**src/rtl/fetch_line_buffer.sv**
```systemverilog
// fetch_line_buffer: one-line instruction fetch buffer with critical-word-first
// wrapping line fill, early restart and same-cycle bypass of acknowledged data.
`default_nettype none

module fetch_line_buffer #(
  parameter int          LINE_WORDS = 4,
  parameter logic [31:0] NOP_WORD   = 32'h0000_0013
) (
  input  logic        clk,
  input  logic        rst_n,
  input  logic [31:0] inst_addr,
  output logic [31:0] instruction,
  output logic        inst_ready,
  input  logic        inv,
  output logic        mem_req,
  output logic [31:0] mem_addr,
  input  logic        mem_ack,
  input  logic [31:0] mem_rdata
);

  localparam int             IDX_W    = $clog2(LINE_WORDS);
  localparam int             TAG_W    = 30 - IDX_W;
  localparam logic [IDX_W:0] LAST_ACK = (IDX_W + 1)'(LINE_WORDS - 1);
  localparam logic [0:0]     IDLE     = 1'b0;
  localparam logic [0:0]     FILL     = 1'b1;

  logic [0:0]            state, state_next;
  logic [TAG_W-1:0]      tag;
  logic [LINE_WORDS-1:0] valid;
  logic [31:0]           data [LINE_WORDS];
  logic [IDX_W:0]        ack_cnt;
  logic                  discard;

  logic [TAG_W-1:0] req_tag;
  logic [IDX_W-1:0] req_idx, ack_idx, next_idx;
  logic             tag_match, hit_valid, hit_bypass, hit;
  logic             ack_fire, ack_keep, last_ack, start_fill;
  logic [31:0]      hit_word;
  logic             unused_addr_bits;

  assign req_tag          = inst_addr[31:IDX_W+2];
  assign req_idx          = inst_addr[IDX_W+1:2];
  assign ack_idx          = mem_addr[IDX_W+1:2];
  assign next_idx         = ack_idx + 1'b1;
  assign unused_addr_bits = ^inst_addr[1:0];

  assign tag_match  = (req_tag == tag);
  assign hit_valid  = tag_match && valid[req_idx];
  assign ack_fire   = (state == FILL) && mem_ack;
  // Data of a request that was outstanding when inv arrived is dropped.
  assign ack_keep   = ack_fire && !discard && !inv;
  assign hit_bypass = ack_keep && (mem_addr[31:2] == inst_addr[31:2]);
  assign hit        = !inv && (hit_valid || hit_bypass);
  assign hit_word   = hit_bypass ? mem_rdata : data[req_idx];
  assign last_ack   = (ack_cnt == LAST_ACK);
  // New fill: miss while idle, or the core left the line mid-fill at an ack.
  assign start_fill = ((state == IDLE) && !hit_valid) ||
                      (ack_fire && !last_ack && !tag_match);

  always_ff @(posedge clk) begin
    if (!rst_n) begin
      state <= IDLE;
    end else begin
      state <= state_next;
    end
  end

  always_comb begin
    state_next = state;
    case (state)
      IDLE:    if (start_fill) state_next = FILL;
      FILL:    if (ack_fire && last_ack) state_next = IDLE;
      default: state_next = IDLE;
    endcase
  end

  always_comb begin
    mem_req = (state == FILL);
  end

  always_ff @(posedge clk) begin
    if (ack_keep) begin
      data[ack_idx] <= mem_rdata;
    end
  end

  always_ff @(posedge clk) begin
    if (!rst_n) begin
      valid       <= '0;
      tag         <= '0;
      mem_addr    <= '0;
      ack_cnt     <= '0;
      discard     <= 1'b0;
      inst_ready  <= 1'b0;
      instruction <= NOP_WORD;
    end else begin
      inst_ready  <= hit;
      instruction <= hit ? hit_word : NOP_WORD;

      if (ack_fire) begin
        discard <= 1'b0;
      end else if (inv && (state == FILL)) begin
        discard <= 1'b1;
      end

      if (start_fill) begin
        valid    <= '0;
        tag      <= req_tag;
        mem_addr <= {inst_addr[31:2], 2'b00};
        ack_cnt  <= '0;
      end else begin
        if (inv) begin
          valid <= '0;
        end else if (ack_keep) begin
          valid[ack_idx] <= 1'b1;
        end
        if (ack_fire) begin
          ack_cnt  <= ack_cnt + 1'b1;
          mem_addr <= {tag, next_idx, 2'b00};
        end
      end
    end
  end

endmodule

`default_nettype wire

```
**config.mk**
```make
export PLATFORM = sky130hd
export DESIGN_NAME = fetch_line_buffer
export DESIGN_NICKNAME = d
export VERILOG_FILES = /design/src/rtl/fetch_line_buffer.sv
export SDC_FILE = /design/constraint.sdc
export NUM_CORES = 1
export LEC_CHECK = 0
export ABC_CLOCK_PERIOD_IN_PS = 2700
export BUFFER_PORTS_ARGS = -buffer_cell sky130_fd_sc_hd__clkbuf_2
export CAP_MARGIN = 20
export CORE_MARGIN = 2
export CORE_UTILIZATION = 35
export CTS_BUF_LIST = sky130_fd_sc_hd__clkbuf_4 sky130_fd_sc_hd__clkbuf_8
export DETAILED_ROUTE_END_ITERATION = 16
export PLACE_DENSITY_LB_ADDON = 0.1
export SLEW_MARGIN = 20
export SYNTH_ARGS = -nofsm -noshare
export SYNTH_HDL_FRONTEND = slang
export SYNTH_SLANG_ARGS = --single-unit
```
**constraint.sdc**
```tcl
create_clock -name clk -period 2.7 [get_ports clk]
set_input_delay 0.54 -clock clk [delete_from_list [all_inputs] [get_ports clk]]
set_output_delay 0.54 -clock clk [all_outputs]
set_load 0.02 [all_outputs]
```
==> results of run 1 <==
[synthesized netlist by cell type (all sizes together)]
cell	n	area share [%]
edfxtp	128	41
dfxtp	100	22
nand2	62	2.5
a21oi	60	3.2
a31o	56	5.3
nand3	36	1.9
mux4	32	7.8
xnor2	32	3.0
mux2	30	3.6
xor2	28	2.6
clkbuf	26	1.0
buf	24	1.3
nor2	12	0.48
nor4	9	0.61
nand4	7	0.47
ha	6	0.81
and2	5	0.34
nor3	5	0.27
o21ai	5	0.27
and3	4	0.27
inv	4	0.16
nor3b	3	0.24
mux2i	2	0.22
o211a	2	0.22
conb	1	0.040
nand2b	1	0.067
nor2b	1	0.067
nor4bb	1	0.11
o31ai	1	0.13
[critical path, stage by stage, from the launching register on]
cell and delay, ns:
dfxtp_1 0.33, xor2_1 0.17, nor4_1 0.39, buf_4 0.18, nand3_1 0.20, o31ai_4 0.36
and2_2 0.26, buf_12 0.20, a31o_1 0.17
[area by class of cell]
| class | count | area (um2) | share of cell area (%) |
|---|---|---|---|
| multi-input cells | 402 | 3252 | 28.43 |
| diodes | 1 | 2.502 | 0.02187 |
| flip-flops and latches | 228 | 5846 | 51.10 |
| inverters | 4 | 15.01 | 0.1312 |
| repair buffers | 163 | 1039 | 9.078 |
| clock inverters | 14 | 121.4 | 1.061 |
| clock buffers | 61 | 745.7 | 6.519 |
| well taps | 335 | 419.2 | 3.664 |
[path summary, 6_finish.rpt]
check	slack [ns]	end	start
worst max-delay path	0.36	tag[18]$_SDFFE_PN0P_	tag[20]$_SDFFE_PN0P_
worst min-delay path	0.23	data[0][2]$_DFFE_PP_	mem_rdata[2]
worst max register to register	0.36	tag[18]$_SDFFE_PN0P_	tag[20]$_SDFFE_PN0P_
worst min register to register	0.49	discard$_SDFFE_PP0P_	discard$_SDFFE_PP0P_
[cell families (layout without fill, tap and decap cells)]
logic type	after synthesis	in the layout
flops	228	228
mux	64	64
compound gates	124	124
fa+ha+maj	6	6
simple gates	146	146
xor+xnor	60	60
buf+inv	54	242
other cells	1	3
[cell usage in the layout, fill, tap and decap left out, types with 3 or more instances in the layout]
| cell | synthesis | final |
|---|---|---|
| nand4_1 | 7 | 7 |
| mux4_2 | 32 | 32 |
| edfxtp_1 | 128 | 128 |
| nor3b_1 | 3 | 3 |
| a31o_1 | 56 | 56 |
| clkbuf_2 | 0 | 129 |
| nor2_1 | 12 | 12 |
| nor3_1 | 5 | 4 |
| buf_12 | 0 | 11 |
| clkinv_2 | 0 | 3 |
| and2_2 | 0 | 5 |
| a21oi_1 | 60 | 60 |
| mux2_2 | 30 | 30 |
| inv_1 | 4 | 4 |
| nand3_1 | 36 | 35 |
| xor2_1 | 28 | 28 |
| nand2_1 | 62 | 62 |
| ha_1 | 6 | 6 |
| o21ai_0 | 4 | 4 |
| dfxtp_1 | 100 | 100 |
| nor4_1 | 9 | 9 |
| clkinv_1 | 0 | 7 |
| clkbuf_8 | 0 | 46 |
| clkbuf_4 | 0 | 15 |
| xnor2_1 | 32 | 32 |
| buf_4 | 2 | 23 |
| and3_1 | 4 | 3 |
[per-stage QoR]
step | instance area [um2] | hold WS [ns] | total power, mW
finish | 11440 | 0.2295 | 7.882
global route | 11440 | 0.2184 | 8.219
CTS | 11440 | 0.1967 | 7.993
detailed placement | 10570 | 0.4772 | 4.555
global placement | 10570 | 0.4765 | 4.529
floorplan | 9299 | 0.4519 | 4.276
[routing by layer]
| metal | GRT usage (%) | vias to the layer above | share of wire [%] |
|---|---|---|---|
| li1 | - | 2882 | - |
| met3 | 5.062 | 57 | 7.0 |
| met2 | 29.04 | 204 | 48 |
| met4 | 7.759 | 0 | 3.6 |
| met5 | 0 | - | 0 |
| met1 | 20.41 | 3062 | 41 |
[registers in the layout (all words and copies together) (netlist names)]
signal and cells:
ack_cnt 3, data 128, discard 1, inst_ready 1
instruction 32, mem_addr 30, mem_req 1, tag 28
valid 4
[power groups by stage]
stage               clock network [mW]  logic (mW)  registers (mW)
floorplan                            0       0.355            3.92
global placement                     0       0.643            3.89
detailed placement                   0       0.661            3.89
CTS                               3.51       0.664            3.82
global route                      3.68       0.711            3.83
finish                            3.41       0.652            3.82
==> impl_metrics.tcl, run 1 <==
set metrics [dict create \
    power.density_nw_per_um2 689.0 \
    postCtsHoldBufs 0 \
    area_growth_pct 23.07 \
    post-cts-setup-buffer-count 0 \
    nFillCells 2423 \
    die_h_um 167.0 \
    die_width_um 167.0 \
    netlist_instances 683 \
    status "completed" \
    dieArea_um2 27880 \
    place_inst 1132 \
    wl_per_cell_um 19.85 \
    switching_share_pct 23.80 \
    htreeDepth 2 \
    synth_top_family_by_area "multiplexers" \
    final_util_pct 43.90 \
    boundaryPins 134 \
    min_path_type "input pin to flip-flop" \
    grt_max_degree 36 \
    vias 6205 \
    hpwl_um 15190 \
    crit_path_max_fanout 32 \
    finClkSkew_ns 0.02235 \
    drt-total-wl_um 23980 \
    worstSetupEndpointType "flip-flop" \
    ctsResizeCount 0 \
    slew_viol_final 0 \
    period_minus_slack_ns 2.338 \
    dr.pass1.iters 5 \
    portBuffers 129 \
    stdcell_count 1208 \
    synthMuxAreaShare_pct 11.60 \
    clockPowerShare_pct 43.3 \
    final_hold_viol_count 0 \
    cts.clk_slew.worst_paths_ns 0.06 \
    power.switching_mw 1.876 \
    grt-ovfl-total 0 \
    drc_errors 0 \
    setup_ws_ns 0.3617 \
    whs_path_depth 1 \
    place_congestion 0.8413 \
    synth-compound-area-share_pct 9.126 \
    maxCapViolations 0 \
    avgSynthCellArea_um2 13.61 \
    synth-simple-area-share_pct 7.363 \
    ys_types 32 \
    critPathKind "flip-flop to flip-flop" \
    antenna_left 0 \
    grt_pass1_vias 6691 \
    grt_usage_pct 17.24 \
    p_leak_nw 4.281 \
    clock-sinks 228 \
    syn_area_um2 9295 \
    setup_viol 0 \
    drive_gt1_share_pct 34.86 \
    p_seq_share_pct 48.5 \
    synth_seq_area_share_pct 62.89 \
    timing.slew.headroom_pct 54.56 \
    synth_xor_area_share_pct 5.654 \
    grt_setup_unrepaired "no" \
    cts_made_buffers 41 \
    combPwrFrac_pct 8.3 \
    ir_drop_uv 350.2 \
    root_buffer "clkbuf_8" \
    worstPathRequired_ns 3.17 \
    grt_antenna_before_repair 1 \
    worstRegToRegCells 8 \
    initial_core_util_pct 35.67 \
    cts_buffer_depth 3 \
    tightest_slew_ns 0.6724 \
    ys_warn_count 0 \
    cp.arrival_ns 2.81 \
    dp_slack_ns -0.06135 \
    period_share_pct 86.60 \
    drt_iter0_markers 507 \
    cts_tree "yes" \
    grt_pass1_wl_um 37220 \
    core_area_um2 26060 \
    setup_tns_ns 0 \
    max_freq_mhz 427.7 \
    rows 59 \
    p_int_mw 6.007 \
    clkLatencyLatePin_ns 0.55 \
    synth_seq_cells 228 \
    startpoint_type "flip-flop" \
    nets 914 \
    via_per_inst 5.137 \
    synth-adder-area-share_pct 0.8076 \
]
Power figures use the tool's default switching activity.
==> inputs of run 2 (changes only) <==
--- a/config.mk
+++ b/config.mk
@@ -5,14 +5,15 @@
 export SDC_FILE = /design/constraint.sdc
 export NUM_CORES = 1
 export LEC_CHECK = 0
-export ABC_CLOCK_PERIOD_IN_PS = 2700
+export ABC_CLOCK_PERIOD_IN_PS = 2400
 export BUFFER_PORTS_ARGS = -buffer_cell sky130_fd_sc_hd__clkbuf_2
 export CAP_MARGIN = 20
 export CORE_MARGIN = 2
-export CORE_UTILIZATION = 35
+export CORE_UTILIZATION = 27
 export CTS_BUF_LIST = sky130_fd_sc_hd__clkbuf_4 sky130_fd_sc_hd__clkbuf_8
 export DETAILED_ROUTE_END_ITERATION = 16
 export PLACE_DENSITY_LB_ADDON = 0.1
+export RECOVER_POWER = 50
 export SLEW_MARGIN = 20
 export SYNTH_ARGS = -nofsm -noshare
 export SYNTH_HDL_FRONTEND = slang
==> constraint.sdc (replaced) <==
create_clock -name clk -period 2.4 [get_ports clk]
set_input_delay 0.48 -clock clk [delete_from_list [all_inputs] [get_ports clk]]
set_output_delay 0.48 -clock clk [all_outputs]
set_load 0.02 [all_outputs]
==> run 2 against run 1 <==
Effect of this change:
- first-iteration DRC count shrank 35%
- maximum frequency grew 1.3%
- clock power grew 11%
- combinational power grew 15%
- sequential cell count is the same
- worst setup slack lost 0.27 ns
- hold slack gained 0.0048 ns
- total power grew 12%
- largest cell class unchanged
- largest power group unchanged
==> impl_metrics.tcl, run 2 (same netlist as run 1, synthesis figures left out) <==
set metrics [dict create \
    status "completed" \
    rr_endpoint "tag[19]$_SDFFE_PN0P_" \
    worstPathRequired_ns 2.86 \
    max_freq_mhz 433.3 \
    final_cell_mix "edfxtp_1, dfxtp_1, clkbuf_1" \
    final_hold_viol_count 0 \
    grt_usage_pct 14.41 \
    die_h_um 189.5 \
    worstSetupEndpointType "flip-flop" \
    report.power.total_mw 8.841 \
    nets 939 \
    worstRegToRegCells 9 \
    via_per_inst 4.619 \
    initial_core_util_pct 27.58 \
    rrSetupSlack_ns 0.09 \
    dieArea_um2 35930 \
    drc_errors 0 \
    setup_viol 0 \
    area_growth_pct 25.23 \
    clkLatencyLatePin_ns 0.55 \
    dpl_cell_area_um2 10870 \
    drive_gt1_share_pct 26.73 \
    largest_register_ffs 128 \
    p_leak_nw 4.078 \
    rows 67 \
    ir_drop_uv 354.1 \
    portBuffers 129 \
    hold_slack_ns 0.2342 \
    top_regs "data x128, instruction x32, mem_addr x30" \
    hold_start "mem_rdata[26]" \
    critPathKind "flip-flop to flip-flop" \
    place_congestion 0.7982 \
    place_inst 1268 \
    grt_pass1_vias 6799 \
    crit_path_max_fanout 38 \
    root_buffer "clkbuf_8" \
    postCtsHoldBufs 0 \
    final_util_pct 34.54 \
    power.density_nw_per_um2 759.5 \
    worst_hold_path.endpoint "data[0][26]$_DFFE_PP_" \
    period_share_pct 96.17 \
    clock-sinks 228 \
    die_width_um 189.5 \
    antenna_left 0 \
    multi_input_area_um2 3291 \
    grt_max_degree 39 \
    nFillCells 3428 \
    grt-ovfl-total 0 \
    vias 6227 \
    whs_path_depth 1 \
    cts_buffer_depth 3 \
    stdcell_count 1348 \
    timing.slew.headroom_pct 40.40 \
    period_minus_slack_ns 2.308 \
    drt_iter0_markers 330 \
    seqCellArea_um2 5848 \
    startpoint_type "flip-flop" \
    cts_tree "yes" \
    tightest_slew_ns 0.8940 \
    min_path_type "input pin to flip-flop" \
    cp.arrival_ns 2.77 \
    finClkSkew_ns 0.02198 \
    regMostFlops "data" \
    cts_made_buffers 43 \
    grt_pass1_wl_um 39340 \
    maxCapViolations 0 \
    hpwl_um 16400 \
    grt_setup_unrepaired "yes" \
    slew_viol_final 0 \
    boundaryPins 134 \
    dr.pass1.iters 4 \
    wl_per_cell_um 18.96 \
    htreeDepth 2 \
    drt-total-wl_um 25550 \
    final_common_cell "edfxtp_1" \
    core_area_um2 33700 \
    design_area_um2 11640 \
    rr_startpoint "tag[16]$_SDFFE_PN0P_" \
    grt_antenna_before_repair 4 \
    post-cts-setup-buffer-count 0 \
    cts.clk_slew.worst_paths_ns 0.06 \
]
## run 2: cell types whose count changed in the layout (fill, tap and decap cells not counted), sizes merged
cell    delta
bufinv     -2
clkbuf    +10
buf       +19
clkinv     -1
diode      +1
## run 2: final cells by class
type | instances | area share (%)
clock inverter | 11 | 0.4622
inverter | 4 | 0.1290
sequential | 228 | 50.24
tap | 448 | 4.816
multi-input combinational | 402 | 28.27
antenna | 2 | 0.04300
clock buffer | 67 | 7.062
timing repair buffer | 186 | 8.976
## run 2: worst max-delay path, cell delays in order, from the launching register on
cell	delay [ns]
dfxtp_1	0.32
xor2_1	0.18
nor4_2	0.34
buf_4	0.17
nand3_1	0.06
buf_4	0.17
o31ai_4	0.35
and2_4	0.24
buf_12	0.20
a31o_1	0.16
## run 2: worst max-delay path by stage
| stage | from | to | slack (ns) | cells after the start |
|---|---|---|---|---|
| 6_report | tag[16]$_SDFFE_PN0P_ | tag[19]$_SDFFE_PN0P_ | 0.09 | 9 |
| 5_1_grt | tag[19]$_SDFFE_PN0P_ | mem_addr[5]$_SDFFE_PN0P_ | -0.02 | 9 |
| 4_1_cts | tag[3]$_SDFFE_PN0P_ | mem_addr[4]$_SDFFE_PN0P_ | 0.03 | 9 |
| 3_5_place_dp | inst_addr[7] | mem_addr[4]$_SDFFE_PN0P_ | -0.31 | 10 |
| 3_3_place_gp | inv | instruction[10]$_SDFF_PN0_ | -0.31 | 10 |
| 2_1_floorplan | mem_ack | data[2][0]$_DFFE_PP_ | 0.22 | 2 |
## run 2: layer usage
layer	up-vias	part of all wire (%)	GRT usage, %
li1	2933	-	-
met1	3077	40	16.32
met2	161	51	25.88
met3	52	6.3	4.021
met4	4	2.3	5.247
met5	-	0.10	0
## run 2: repair_timing
| action | CTS | global route |
|---|---|---|
| endpoints found under the setup margin | 69 | 72 |
| resized for setup | 3 | 9 |
| pin swaps | 0 | 6 |
## run 2: power breakdown
group / internal, mW / switching [mW] / total [mW] / leakage (nW)
Sequential: 4.23 / 0.0729 / 4.30 / 1.98
Clock: 2.18 / 1.61 / 3.79 / 0.468
Combinational: 0.322 / 0.429 / 0.751 / 1.63
## run 2: per-stage QoR
| stage | setup WS (ns) | TNS [ns] |
|---|---|---|
| 2_1_floorplan | 0.2206 | 0 |
| 3_3_place_gp | -0.3068 | -22.61 |
| 3_5_place_dp | -0.3087 | -25.74 |
| 4_1_cts | 0.02821 | 0 |
| 5_1_grt | -0.01686 | -0.1197 |
| 6_report | 0.09195 | 0 |
